--- src/rtl/ldpc_sched_pkg.sv ---
// Shared state encoding and width helpers for the LDPC layered-schedule controller.
package ldpc_sched_pkg;

    localparam int unsigned STATE_W = 3;

    typedef enum logic [STATE_W-1:0] {
        ST_IDLE  = 3'd0,
        ST_LOAD  = 3'd1,
        ST_SWEEP = 3'd2,
        ST_DRAIN = 3'd3,
        ST_CHECK = 3'd4,
        ST_DONE  = 3'd5
    } sched_state_e;

    function automatic int unsigned layer_idx_w(input int unsigned num_layers);
        return (num_layers <= 1) ? 1 : $clog2(num_layers);
    endfunction

    function automatic int unsigned iter_idx_w(input int unsigned max_iter);
        return (max_iter < 1) ? 1 : $clog2(max_iter + 1);
    endfunction

    // The phase timer must hold LAYER_LEN-1 (bounded by the address width) and PIPE_LAT-1.
    function automatic int unsigned cnt_w(input int unsigned addr_w, input int unsigned pipe_lat);
        int unsigned w;
        w = (addr_w < 1) ? 1 : addr_w;
        if (pipe_lat > 1 && $clog2(pipe_lat) > w) begin
            w = $clog2(pipe_lat);
        end
        return w;
    endfunction

endpackage

--- src/rtl/sched_cycle_counter.sv ---
// Loadable down-counter with terminal-count flag; times both the SWEEP and DRAIN phases.
module sched_cycle_counter #(
    parameter int unsigned CNT_W = 8
) (
    input  logic             clk_i,
    input  logic             rst_ni,
    input  logic             load_i,
    input  logic [CNT_W-1:0] load_val_i,
    input  logic             en_i,
    output logic             tc_o
);

    logic [CNT_W-1:0] count_q;
    logic [CNT_W-1:0] count_d;

    always_comb begin
        count_d = count_q;
        if (load_i) begin
            count_d = load_val_i;
        end else if (en_i && count_q != '0) begin
            count_d = count_q - 1'b1;
        end
    end

    always_ff @(posedge clk_i or negedge rst_ni) begin
        if (!rst_ni) begin
            count_q <= '0;
        end else begin
            count_q <= count_d;
        end
    end

    assign tc_o = (count_q == '0);

endmodule

--- src/rtl/ldpc_layer_scheduler.sv ---
// Layered-schedule sequencer for the LDPC decoder: drives the external address generator
// through LOAD/SWEEP/DRAIN per layer and CHECK per iteration.
//   state | meaning
//   IDLE  | waiting for start, results held
//   LOAD  | address generator reload (ag_en, ag_reset)
//   SWEEP | LAYER_LEN valid addresses
//   DRAIN | PIPE_LAT cycles for the datapath pipeline to empty
//   CHECK | sample syndrome, decide converge / give up / next iteration
//   DONE  | one-cycle done pulse, iter_count published
module ldpc_layer_scheduler
    import ldpc_sched_pkg::*;
#(
    parameter int unsigned ADDR_WIDTH = 8,
    parameter int unsigned NUM_LAYERS = 4,
    parameter int unsigned LAYER_LEN  = 16,
    parameter int unsigned PIPE_LAT   = 3,
    parameter int unsigned MAX_ITER   = 10,
    localparam int unsigned LAYER_W   = layer_idx_w(NUM_LAYERS),
    localparam int unsigned ITER_W    = iter_idx_w(MAX_ITER)
) (
    input  logic               clk_i,
    input  logic               rst_ni,
    input  logic               start_i,
    input  logic               abort_i,
    input  logic               syndrome_ok_i,
    output logic               ag_en_o,
    output logic               ag_reset_o,
    output logic               addr_valid_o,
    output logic [LAYER_W-1:0] layer_idx_o,
    output logic [ITER_W-1:0]  iter_idx_o,
    output logic               busy_o,
    output logic               done_o,
    output logic               converged_o,
    output logic [ITER_W-1:0]  iter_count_o
);

    localparam int unsigned        CNT_W      = cnt_w(ADDR_WIDTH, PIPE_LAT);
    localparam logic [CNT_W-1:0]   SWEEP_LOAD = CNT_W'(LAYER_LEN - 1);
    localparam logic [CNT_W-1:0]   DRAIN_LOAD = CNT_W'((PIPE_LAT > 0) ? PIPE_LAT - 1 : 0);
    localparam logic [LAYER_W-1:0] LAST_LAYER = LAYER_W'(NUM_LAYERS - 1);
    localparam logic [ITER_W-1:0]  LAST_ITER  = ITER_W'(MAX_ITER - 1);

    sched_state_e       state_q;
    sched_state_e       state_d;
    logic               cnt_load;
    logic [CNT_W-1:0]   cnt_load_val;
    logic               cnt_en;
    logic               cnt_tc;
    logic               last_layer;

    logic               ag_en_q;
    logic               ag_reset_q;
    logic               addr_valid_q;
    logic               busy_q;
    logic               done_q;
    logic               converged_q;
    logic [LAYER_W-1:0] layer_q;
    logic [ITER_W-1:0]  iter_q;
    logic [ITER_W-1:0]  iter_count_q;

    assign last_layer = (layer_q == LAST_LAYER);

    always_comb begin
        state_d = state_q;
        unique case (state_q)
            ST_IDLE:  if (start_i) state_d = ST_LOAD;
            ST_LOAD:  state_d = ST_SWEEP;
            ST_SWEEP: begin
                if (cnt_tc) begin
                    if (PIPE_LAT > 0) begin
                        state_d = ST_DRAIN;
                    end else begin
                        state_d = last_layer ? ST_CHECK : ST_LOAD;
                    end
                end
            end
            ST_DRAIN: if (cnt_tc) state_d = last_layer ? ST_CHECK : ST_LOAD;
            ST_CHECK: state_d = (syndrome_ok_i || iter_q == LAST_ITER) ? ST_DONE : ST_LOAD;
            ST_DONE:  state_d = ST_IDLE;
            default:  state_d = ST_IDLE;
        endcase
        if (abort_i && state_q != ST_IDLE) begin
            state_d = ST_IDLE;
        end
    end

    // Every phase change reloads the timer; only SWEEP and DRAIN entries care about the value.
    assign cnt_load     = (state_d != state_q);
    assign cnt_load_val = (state_d == ST_DRAIN) ? DRAIN_LOAD : SWEEP_LOAD;
    assign cnt_en       = (state_q == ST_SWEEP) || (state_q == ST_DRAIN);

    sched_cycle_counter #(
        .CNT_W (CNT_W)
    ) u_phase_cnt (
        .clk_i      (clk_i),
        .rst_ni     (rst_ni),
        .load_i     (cnt_load),
        .load_val_i (cnt_load_val),
        .en_i       (cnt_en),
        .tc_o       (cnt_tc)
    );

    // Outputs are decoded from the next state so they line up with the state they describe.
    always_ff @(posedge clk_i or negedge rst_ni) begin
        if (!rst_ni) begin
            state_q      <= ST_IDLE;
            ag_en_q      <= 1'b0;
            ag_reset_q   <= 1'b0;
            addr_valid_q <= 1'b0;
            busy_q       <= 1'b0;
            done_q       <= 1'b0;
            converged_q  <= 1'b0;
            layer_q      <= '0;
            iter_q       <= '0;
            iter_count_q <= '0;
        end else begin
            state_q      <= state_d;
            ag_en_q      <= (state_d == ST_LOAD) || (state_d == ST_SWEEP);
            ag_reset_q   <= (state_d == ST_LOAD);
            addr_valid_q <= (state_d == ST_SWEEP);
            busy_q       <= (state_d != ST_IDLE);
            done_q       <= (state_d == ST_DONE);

            if (state_d == ST_IDLE) begin
                layer_q <= '0;
                iter_q  <= '0;
                if (abort_i && state_q != ST_IDLE) begin
                    converged_q  <= 1'b0;
                    iter_count_q <= '0;
                end
            end else if (state_q == ST_IDLE) begin
                layer_q      <= '0;
                iter_q       <= '0;
                converged_q  <= 1'b0;
                iter_count_q <= '0;
            end else if (state_q == ST_CHECK) begin
                if (state_d == ST_DONE) begin
                    converged_q  <= syndrome_ok_i;
                    iter_count_q <= iter_q + 1'b1;
                end else begin
                    iter_q  <= iter_q + 1'b1;
                    layer_q <= '0;
                end
            end else if (state_d == ST_LOAD) begin
                layer_q <= layer_q + 1'b1;
            end
        end
    end

    assign ag_en_o      = ag_en_q;
    assign ag_reset_o   = ag_reset_q;
    assign addr_valid_o = addr_valid_q;
    assign layer_idx_o  = layer_q;
    assign iter_idx_o   = iter_q;
    assign busy_o       = busy_q;
    assign done_o       = done_q;
    assign converged_o  = converged_q;
    assign iter_count_o = iter_count_q;

endmodule

--- config.mk ---
export PLATFORM = sky130hd
export DESIGN_NAME = ldpc_layer_scheduler
export DESIGN_NICKNAME = d
export VERILOG_FILES = /design/src/rtl/ldpc_sched_pkg.sv /design/src/rtl/sched_cycle_counter.sv /design/src/rtl/ldpc_layer_scheduler.sv
export SDC_FILE = /design/constraint.sdc
export NUM_CORES = 1
export LEC_CHECK = 0
export ABC_AREA = 0
export BUFFER_PORTS_ARGS = -buffer_cell sky130_fd_sc_hd__buf_2
export CAP_MARGIN = 20
export CORE_ASPECT_RATIO = 0.7
export CORE_UTILIZATION = 55
export CTS_BUF_LIST = sky130_fd_sc_hd__clkbuf_2
export CTS_CLUSTER_DIAMETER = 60
export DETAILED_ROUTE_END_ITERATION = 8
export PLACE_DENSITY_LB_ADDON = 0.25
export SYNTH_ARGS = -nofsm -noshare
export SYNTH_HDL_FRONTEND = slang
export SYNTH_HIERARCHICAL = 1
export SYNTH_SLANG_ARGS = --single-unit
--- constraint.sdc ---
create_clock -name clk_i -period 5.89 [get_ports clk_i]
set_clock_uncertainty 0.2 [all_clocks]
set_input_delay 0.8835 -clock clk_i [delete_from_list [all_inputs] [get_ports clk_i]]
set_output_delay 0.8835 -clock clk_i [all_outputs]
set_load 0.01 [all_outputs]
==> flow_summary_export.csv, run 1 <==
group,metric,value,unit
floorplan,die_h,46.58,um
synth,ys_seq_area_share,43.27,%
synth,synth_top_cell_area_share,43.27,%
clock_network,cts-root-buf,"clkbuf_2",
drt,num_vias,1335,
sta,hold_violations,0,
floorplan,std_cell_rows,15,
synth,synth_cell_types,56,
clock_network,clk_pin_slew,260,ps
global_route,track_usage,25.55,%
clock_network,clk_path_buf_depth,2,
clock_network,cts_max_level,1,
clock_network,cts_hold_buffers,0,
synth,synth_top_area_cell,"dfrtp_1",
cells_and_area,fin_nets,190,
clock_network,cts_tree,"built",
floorplan,die-area,3060,um2
synth,synth_flop_cell,"dfrtp_1",
setup_path,rr_worst_depth,11,
synth,synthCells,158,
setup_path,r2r_end,"u_phase_cnt/count_q[7]$_DFFE_PN0P_",
sta,setup-tns-final,0,ps
power_and_ir_drop,ir_drop,185.4,uV
power_and_ir_drop,p_leak,0.8081,nW
clock_network,clk_latency,370,ps
drt,drt.antenna.violating_nets,0,
global_route,grt_pass1_wl,5671,um
floorplan,die_x,65.69,um
cells_and_area,syn2layout_area_growth,9.054,%
global_route,grt_overflow,0,
sta,period_share,70.84,%
placed_design,io_buffers,20,
synth,synth_edf_count,0,
sta,max_freq,0.2396,GHz
setup_path,cp.required,5990,ps
setup_path,crit_arrival,4270,ps
cells_and_area,drive_gt1_share,17.88,%
setup_path,endpoint,"u_phase_cnt/count_q[7]$_DFFE_PN0P_",
clock_network,cts_buffers,3,
drt,drt-initial-drc-count,125,
global_route,grt_pass1_vias,1134,
synth,ys_ff_latch,27,
global_route,antenna_found_initial,0,
cells_and_area,final_cell_area,1703,um2
run_status,status,"finished, final reports clean",
setup_path,regToRegSetupSlack,1720,ps
setup_path,startpoint,"u_phase_cnt/count_q[0]$_DFFE_PN0P_",
synth,ys.warnings.count,6,
drt,viasPerCell,6.268,
sta,min_period,4173,ps
setup_path,startpoint_type,"flop",
synth,syn_avg_cell_area,9.883,um2
synth,yosys-top-cells-area,"dfrtp_1 43%, ha_1 4.0%, nor2_1 3.4%",
setup_path,worstSetupEndpointType,"flop",
power_and_ir_drop,power.density,258.2,nW/um2
sta,setup_viol,0,
setup_path,r2r-start,"u_phase_cnt/count_q[0]$_DFFE_PN0P_",
synth,async_flop_share,100.0,%
floorplan,initial_core_util,60.73,%
setup_path,critPathMaxFanout,14,
floorplan,ioPinCount,21,
global_route,grt_max_degree,28,
min_path,hp-class,"input pin to asynchronous set/reset pin",
sta,drv_slew,0,
clock_network,clkSinkCount,27,
cells_and_area,fillers,201,
floorplan,core,2571,um2
drt,post-route-drc-count,0,
drt,wire_per_inst,16.05,um
sta,worstMarginPinSlew,976.3,ps
drt,firstDrtPassIters,5,
synth,synth.cell_area,1561,um2
clock_network,cts_resized,0,
placed_design,post_dp_cell_area,1680,um2
placed_design,gp_congestion,0.8715,
sta,rsz0062_at_grt,"no",
clock_network,post_cts_buffers,0,
drt,wirelength,3418,um
placed_design,hpwl,2520,um
flow_run,maxCapViolCount,0,
sta,slew_headroom,34.63,%
cells_and_area,n_antenna_cell,0,
setup_path,crit_type,"flop to flop",
## layout make-up
type                            instances  area (um2)  area share (%)
Multi-Input combinational cell        118       824.5           48.42
Sequential cell                        27       675.6           39.68
Clock buffer                            3       15.01          0.8817
Tap cell                               34       42.54           2.498
Inverter                               10       37.54           2.204
Timing Repair Buffer                   20       100.1           5.878
Clock inverter                          1       7.507          0.4409
## cells in the mapped netlist (3+ instances only)
| library cell | instances |
|---|---|
| dfrtp_1 | 27 |
| ha_1 | 5 |
| mux2i_1 | 3 |
| xor2_1 | 3 |
| a22o_1 | 5 |
| nor3b_1 | 3 |
| nor2b_1 | 3 |
| or4_1 | 4 |
| nand2_1 | 9 |
| inv_1 | 9 |
| clkbuf_1 | 3 |
| nor2_1 | 14 |
| a21oi_1 | 5 |
| nand3_1 | 5 |
| nor3_1 | 5 |
| o21ai_0 | 6 |
## layout by cell type (no fill, tap or decap), drive strengths merged, types with 2 or more instances in the layout
| cell type | Yosys | layout |
|---|---|---|
| a211o | 2 | 2 |
| a211oi | 2 | 2 |
| a21oi | 5 | 5 |
| a221o | 2 | 2 |
| a22o | 5 | 5 |
| a31oi | 2 | 2 |
| buf | 3 | 20 |
| clkbuf | 3 | 3 |
| conb | 2 | 5 |
| dfrtp | 27 | 27 |
| ha | 5 | 5 |
| inv | 9 | 9 |
| mux2i | 3 | 3 |
| nand2 | 9 | 9 |
| nand3 | 5 | 5 |
| nand4 | 2 | 2 |
| nor2 | 14 | 14 |
| nor2b | 4 | 4 |
| nor3 | 5 | 5 |
| nor3b | 3 | 3 |
| nor4 | 2 | 2 |
| nor4b | 2 | 2 |
| o211ai | 2 | 2 |
| o21ai | 7 | 7 |
| o21bai | 2 | 2 |
| o2bb2ai | 2 | 2 |
| o41ai | 2 | 2 |
| or3b | 2 | 2 |
| or4 | 4 | 4 |
| xor2 | 3 | 3 |
## state kept, by name (all words and copies together) (netlist names)
register             flops
ag_en_o                  1
done_o                   1
iter_idx_o               4
busy_o                   1
converged_o              1
u_phase_cnt/count_q      8
layer_idx_o              2
iter_count_o             4
state_q                  3
addr_valid_o             1
ag_reset_o               1
## per-stage QoR
step | util, % | cells | setup WS (ps) | power (mW) | hold WS, ps
after floorplan | - | 161 | 2857 | 0.3297 | 321.9
after global placement | 65.35 | 209 | 2039 | 0.3582 | 265.7
after detailed placement | 65.35 | 209 | 1834 | 0.3660 | 270.1
after CTS | 66.23 | 213 | 1796 | 0.4389 | 272.4
after global routing | 66.23 | 213 | 1412 | 0.4686 | 283.2
final | 66.23 | 213 | 1717 | 0.4397 | 260.5
## worst max-delay path, cell delays in order (launching register included)
cell,delay [ps]
dfrtp_1,470
inv_1,110
ha_1,210
or3b_2,490
nor2_1,330
nor2b_1,130
a211oi_1,240
a21oi_1,70
o211ai_1,800
clkinv_1,540
o311a_1,260
a221o_1,250
## worst min path at each step
| stage | start | endpoint | cells after the start |
|---|---|---|---|
| CTS | rst_ni | u_phase_cnt/count_q[3]$_DFFE_PN0P_ | 1 |
| detailed placement | iter_count_o[0]$_DFFE_PN0P_ | iter_count_o[0]$_DFFE_PN0P_ | 1 |
| global route | rst_ni | u_phase_cnt/count_q[6]$_DFFE_PN0P_ | 1 |
| floorplan | iter_count_o[0]$_DFFE_PN0P_ | iter_count_o[0]$_DFFE_PN0P_ | 1 |
| global placement | iter_count_o[1]$_DFFE_PN0P_ | iter_count_o[1]$_DFFE_PN0P_ | 1 |
| finish | rst_ni | u_phase_cnt/count_q[4]$_DFFE_PN0P_ | 1 |
## per-layer routing
layer	up-vias	GRT usage, %	share of wire [%]
met5	-	0	0
met4	0	2.609	0.35
met3	2	6.188	8.4
met2	70	37.96	43
met1	636	38.58	48
li1	627	-	-
## where the power goes
group	internal, mW	total, mW	leakage [nW]	switching, mW
sequential	0.211	0.241	0.347	0.0305
combinational	0.0499	0.125	0.449	0.0746
clock	0.0157	0.0740	0.0126	0.0582
total	0.276	0.440	0.808	0.163
## logic make-up (layout without fill, tap and decap cells)
kind of cell / count (synthesis) / after routing / synth area share [%]
buffers and inverters: 16 / 34 / 4.647
other: 2 / 5 / 0.4809
and+or+nand+nor: 56 / 56 / 20.67
AOI/OAI and AO/OA: 44 / 44 / 22.04
xor gates and xnor gates: 4 / 4 / 2.244
adders and majority gates: 5 / 5 / 4.006
muxes: 4 / 4 / 2.644
DFF: 27 / 27 / 43.27
Power figures use the tool's default switching activity.
==> inputs of run 2 (changes only) <==
--- a/config.mk
+++ b/config.mk
@@ -5,7 +5,7 @@
 export SDC_FILE = /design/constraint.sdc
 export NUM_CORES = 1
 export LEC_CHECK = 0
-export ABC_AREA = 0
+export ABC_AREA = 1
 export BUFFER_PORTS_ARGS = -buffer_cell sky130_fd_sc_hd__buf_2
 export CAP_MARGIN = 20
 export CORE_ASPECT_RATIO = 0.7
==> constraint.sdc (replaced) <==
create_clock -name clk_i -period 4 [get_ports clk_i]
set_clock_uncertainty 0.2 [all_clocks]
set_input_delay 0.6 -clock clk_i [delete_from_list [all_inputs] [get_ports clk_i]]
set_output_delay 0.6 -clock clk_i [all_outputs]
set_load 0.01 [all_outputs]
==> flow_summary_export.csv, run 2 <==
group,metric,value,unit
global_route,grt_pass1_wl,4836,um
setup_path,cpPeakStageDelay,420,ps
clock_network,cts_tree,"built",
power_and_ir_drop,total_power,1.268,mW
drt,wire_per_inst,10.97,um
min_path,hp-class,"flop to flop",
drt,drt.antenna.violating_nets,0,
cells_and_area,n_antenna_cell,0,
synth,synth_flop_cell,"dfrtp_1",
sta,min_period,3075,ps
synth,synth_common_cells,"68 x nand2_1, 27 x dfrtp_1, 24 x nand3_1",
global_route,track_usage,21.24,%
drt,firstDrtPassIters,4,
floorplan,initial_core_util,58.26,%
clock_network,cts-root-buf,"clkbuf_2",
cells_and_area,top_register,"u_phase_cnt/count_q",
synth,syn_avg_cell_area,7.524,um2
floorplan,core,2803,um2
cells_and_area,fin_nets,254,
global_route,grt_overflow,0,
setup_path,startpoint_type,"flop",
power_and_ir_drop,power.density,702.7,nW/um2
cells_and_area,drive_gt1_share,19.75,%
cells_and_area,largest_register_ffs,8,
setup_path,worstSetupEndpointType,"flop",
setup_path,crit_family,"simple AND/OR/NAND/NOR gates",
synth,yosys-top-cells-area,"dfrtp_1 41%, nand2_1 16%, nand3_1 7.4%",
setup_path,cp.required,4110,ps
setup_path,regToRegSetupSlack,920,ps
floorplan,die-area,3194,um2
global_route,grt_max_degree,28,
sta,slew_headroom,61.44,%
synth,async_flop_share,100.0,%
synth,synth_top_cell_area_share,41.38,%
setup_path,crit_type,"flop to flop",
sta,setup_viol,0,
placed_design,hpwl,2421,um
setup_path,path_buf_inv,3,
floorplan,ioPinCount,21,
drt,drt-initial-drc-count,97,
cells_and_area,syn2layout_area_growth,10.50,%
setup_path,crit_path_frequent_cell,"nand2_1",
clock_network,clk_pin_slew,230,ps
sta,period_share,76.88,%
sta,setup_ws,924.7,ps
placed_design,post-place-ws,964.2,ps
power_and_ir_drop,ir_drop,385.9,uV
drt,num_vias,1332,
cells_and_area,final_common_cell,"nand2_1",
synth,synth_cell_types,27,
run_status,status,"finished, final reports clean",
setup_path,rr_worst_depth,16,
global_route,grt_pass1_vias,988,
drt,post-route-drc-count,0,
synth,ys_ff_latch,27,
drt,viasPerCell,4.774,
min_path,min_to,"iter_count_o[2]$_DFFE_PN0P_",
setup_path,crit_arrival,3180,ps
setup_path,crit_chain,"inv_1, ha_1, nand2_1, nor2_1, inv_1, nand2_1, nand3_1, nand2_2, nand3_2, nand2_1, nand4_1, inv_1, nand3_1, nand2_1, nand2_1, nand2_1",
clock_network,cts_max_level,1,
floorplan,std_cell_rows,16,
sta,drv_slew,0,
setup_path,critPathMaxFanout,13,
clock_network,clk_path_buf_depth,2,
placed_design,gp_congestion,0.8640,
setup_path,r2r_end,"u_phase_cnt/count_q[4]$_DFFE_PN0P_",
floorplan,die_h,47.59,um
clock_network,clkSinkCount,27,
clock_network,cts_buffers,3,
sta,rsz0062_at_grt,"no",
setup_path,critPathSlowestCell,"dfrtp_1",
clock_network,clk_latency,360,ps
synth,synth.cell_area,1633,um2
synth,ys_seq_area_share,41.38,%
synth,yosysMostFrequentCell,"nand2_1",
floorplan,die_x,67.13,um
sta,hold_violations,0,
synth,synth_edf_count,0,
cells_and_area,final_cell_mix,"68 x nand2_1, 27 x dfrtp_1, 24 x nand3_1, 21 x inv_1",
power_and_ir_drop,p_leak,1.035,nW
global_route,antenna_found_initial,0,
clock_network,cts_resized,0,
min_path,min_from,"iter_count_o[2]$_DFFE_PN0P_",
drt,wirelength,3061,um
sta,max_freq,0.3252,GHz
min_path,hold_depth,2,
setup_path,r2r-start,"u_phase_cnt/count_q[0]$_DFFE_PN0P_",
sta,setup-tns-final,0,ps
synth,synth_top_area_cell,"dfrtp_1",
synth,ys.warnings.count,6,
cells_and_area,fillers,242,
sta,worstMarginPinSlew,578.4,ps
flow_run,maxCapViolCount,0,
placed_design,io_buffers,20,
synth,synthCells,217,
-- run 2: cell types whose count changed after synthesis, sizes merged, moves of 3 or more --
cell / delta
or4: -4
nand3: +21
nor3b: -3
nand2: +70
inv: +17
o21ai: +3
nand4: +7
nor2: +9
a22o: -5
nor2b: -4
nor3: -5
a21oi: -5
-- run 2: worst max-delay path by stage --
stage	startpoint	end	slack (ps)	depth (start not counted)
after floorplan	u_phase_cnt/count_q[0]$_DFFE_PN0P_	u_phase_cnt/count_q[0]$_DFFE_PN0P_	1600	16
after global placement	u_phase_cnt/count_q[0]$_DFFE_PN0P_	u_phase_cnt/count_q[0]$_DFFE_PN0P_	1030	15
after detailed placement	u_phase_cnt/count_q[0]$_DFFE_PN0P_	u_phase_cnt/count_q[0]$_DFFE_PN0P_	960	15
after CTS	u_phase_cnt/count_q[0]$_DFFE_PN0P_	u_phase_cnt/count_q[4]$_DFFE_PN0P_	930	16
after global routing	u_phase_cnt/count_q[5]$_DFFE_PN0P_	u_phase_cnt/count_q[2]$_DFFE_PN0P_	590	15
final	u_phase_cnt/count_q[0]$_DFFE_PN0P_	u_phase_cnt/count_q[4]$_DFFE_PN0P_	920	16
-- run 2: what timing repair did --
action | 4_1_cts | 5_1_grt
hold buffers | 0 | 1
setup buffers | 0 | 0
endpoints found under the hold margin | 0 | 13
-- run 2: per-stage QoR --
stage / hold slack [ps] / instances / utilization [%] / cell area [um2]
5_1_grt: 339.7 / 279 / 64.38 / 1804
3_5_place_dp: 253.4 / 274 / 63.30 / 1774
2_1_floorplan: 104.4 / 220 / - / 1644
6_report: 299.5 / 279 / 64.38 / 1804
3_3_place_gp: 250.9 / 274 / 63.30 / 1774
4_1_cts: 5.797 / 278 / 64.02 / 1794
-- run 2: cell families (layout without fill, tap and decap cells) --
logic type,after synthesis,after routing,share of synthesized area [%]
buffers and inverters,30,53,7.586
flip-flops,27,27,41.38
AO/OA/AOI/OAI,10,10,3.755
multiplexers,1,1,0.6131
adder cells (fa/ha/maj),5,5,3.831
XOR/XNOR,4,4,2.146
AND/OR/NAND/NOR,138,138,40.23
other,2,5,0.4599
-- run 2: layout make-up --
type | count | area, um2 | share of cell area (%)
inverter | 28 | 108.9 | 6.033
multi-input combinational | 163 | 844.6 | 46.81
clock buffer | 4 | 20.02 | 1.110
tap | 36 | 45.04 | 2.497
sequential | 27 | 675.6 | 37.45
timing repair buffer | 21 | 110.1 | 6.103
-- run 2: report_power, final --
part	switching, mW	internal (mW)
Clock	0.0756	0.0264
Combinational	0.475	0.241
Sequential	0.0837	0.366
Total	0.634	0.633
-- run 2: per-layer routing --
| layer | GRT usage [%] | wire [um] |
|---|---|---|
| met3 | 5.714 | 113 |
| met2 | 26.60 | 1184 |
| met4 | 2.553 | 8 |
| met5 | 0 | 0 |
| met1 | 35.46 | 1755 |
-- run 2: worst min-delay path: stages (launching register included) --
cell and delay, ps:
dfrtp_1 400, nand2_1 50, nand2_1 40
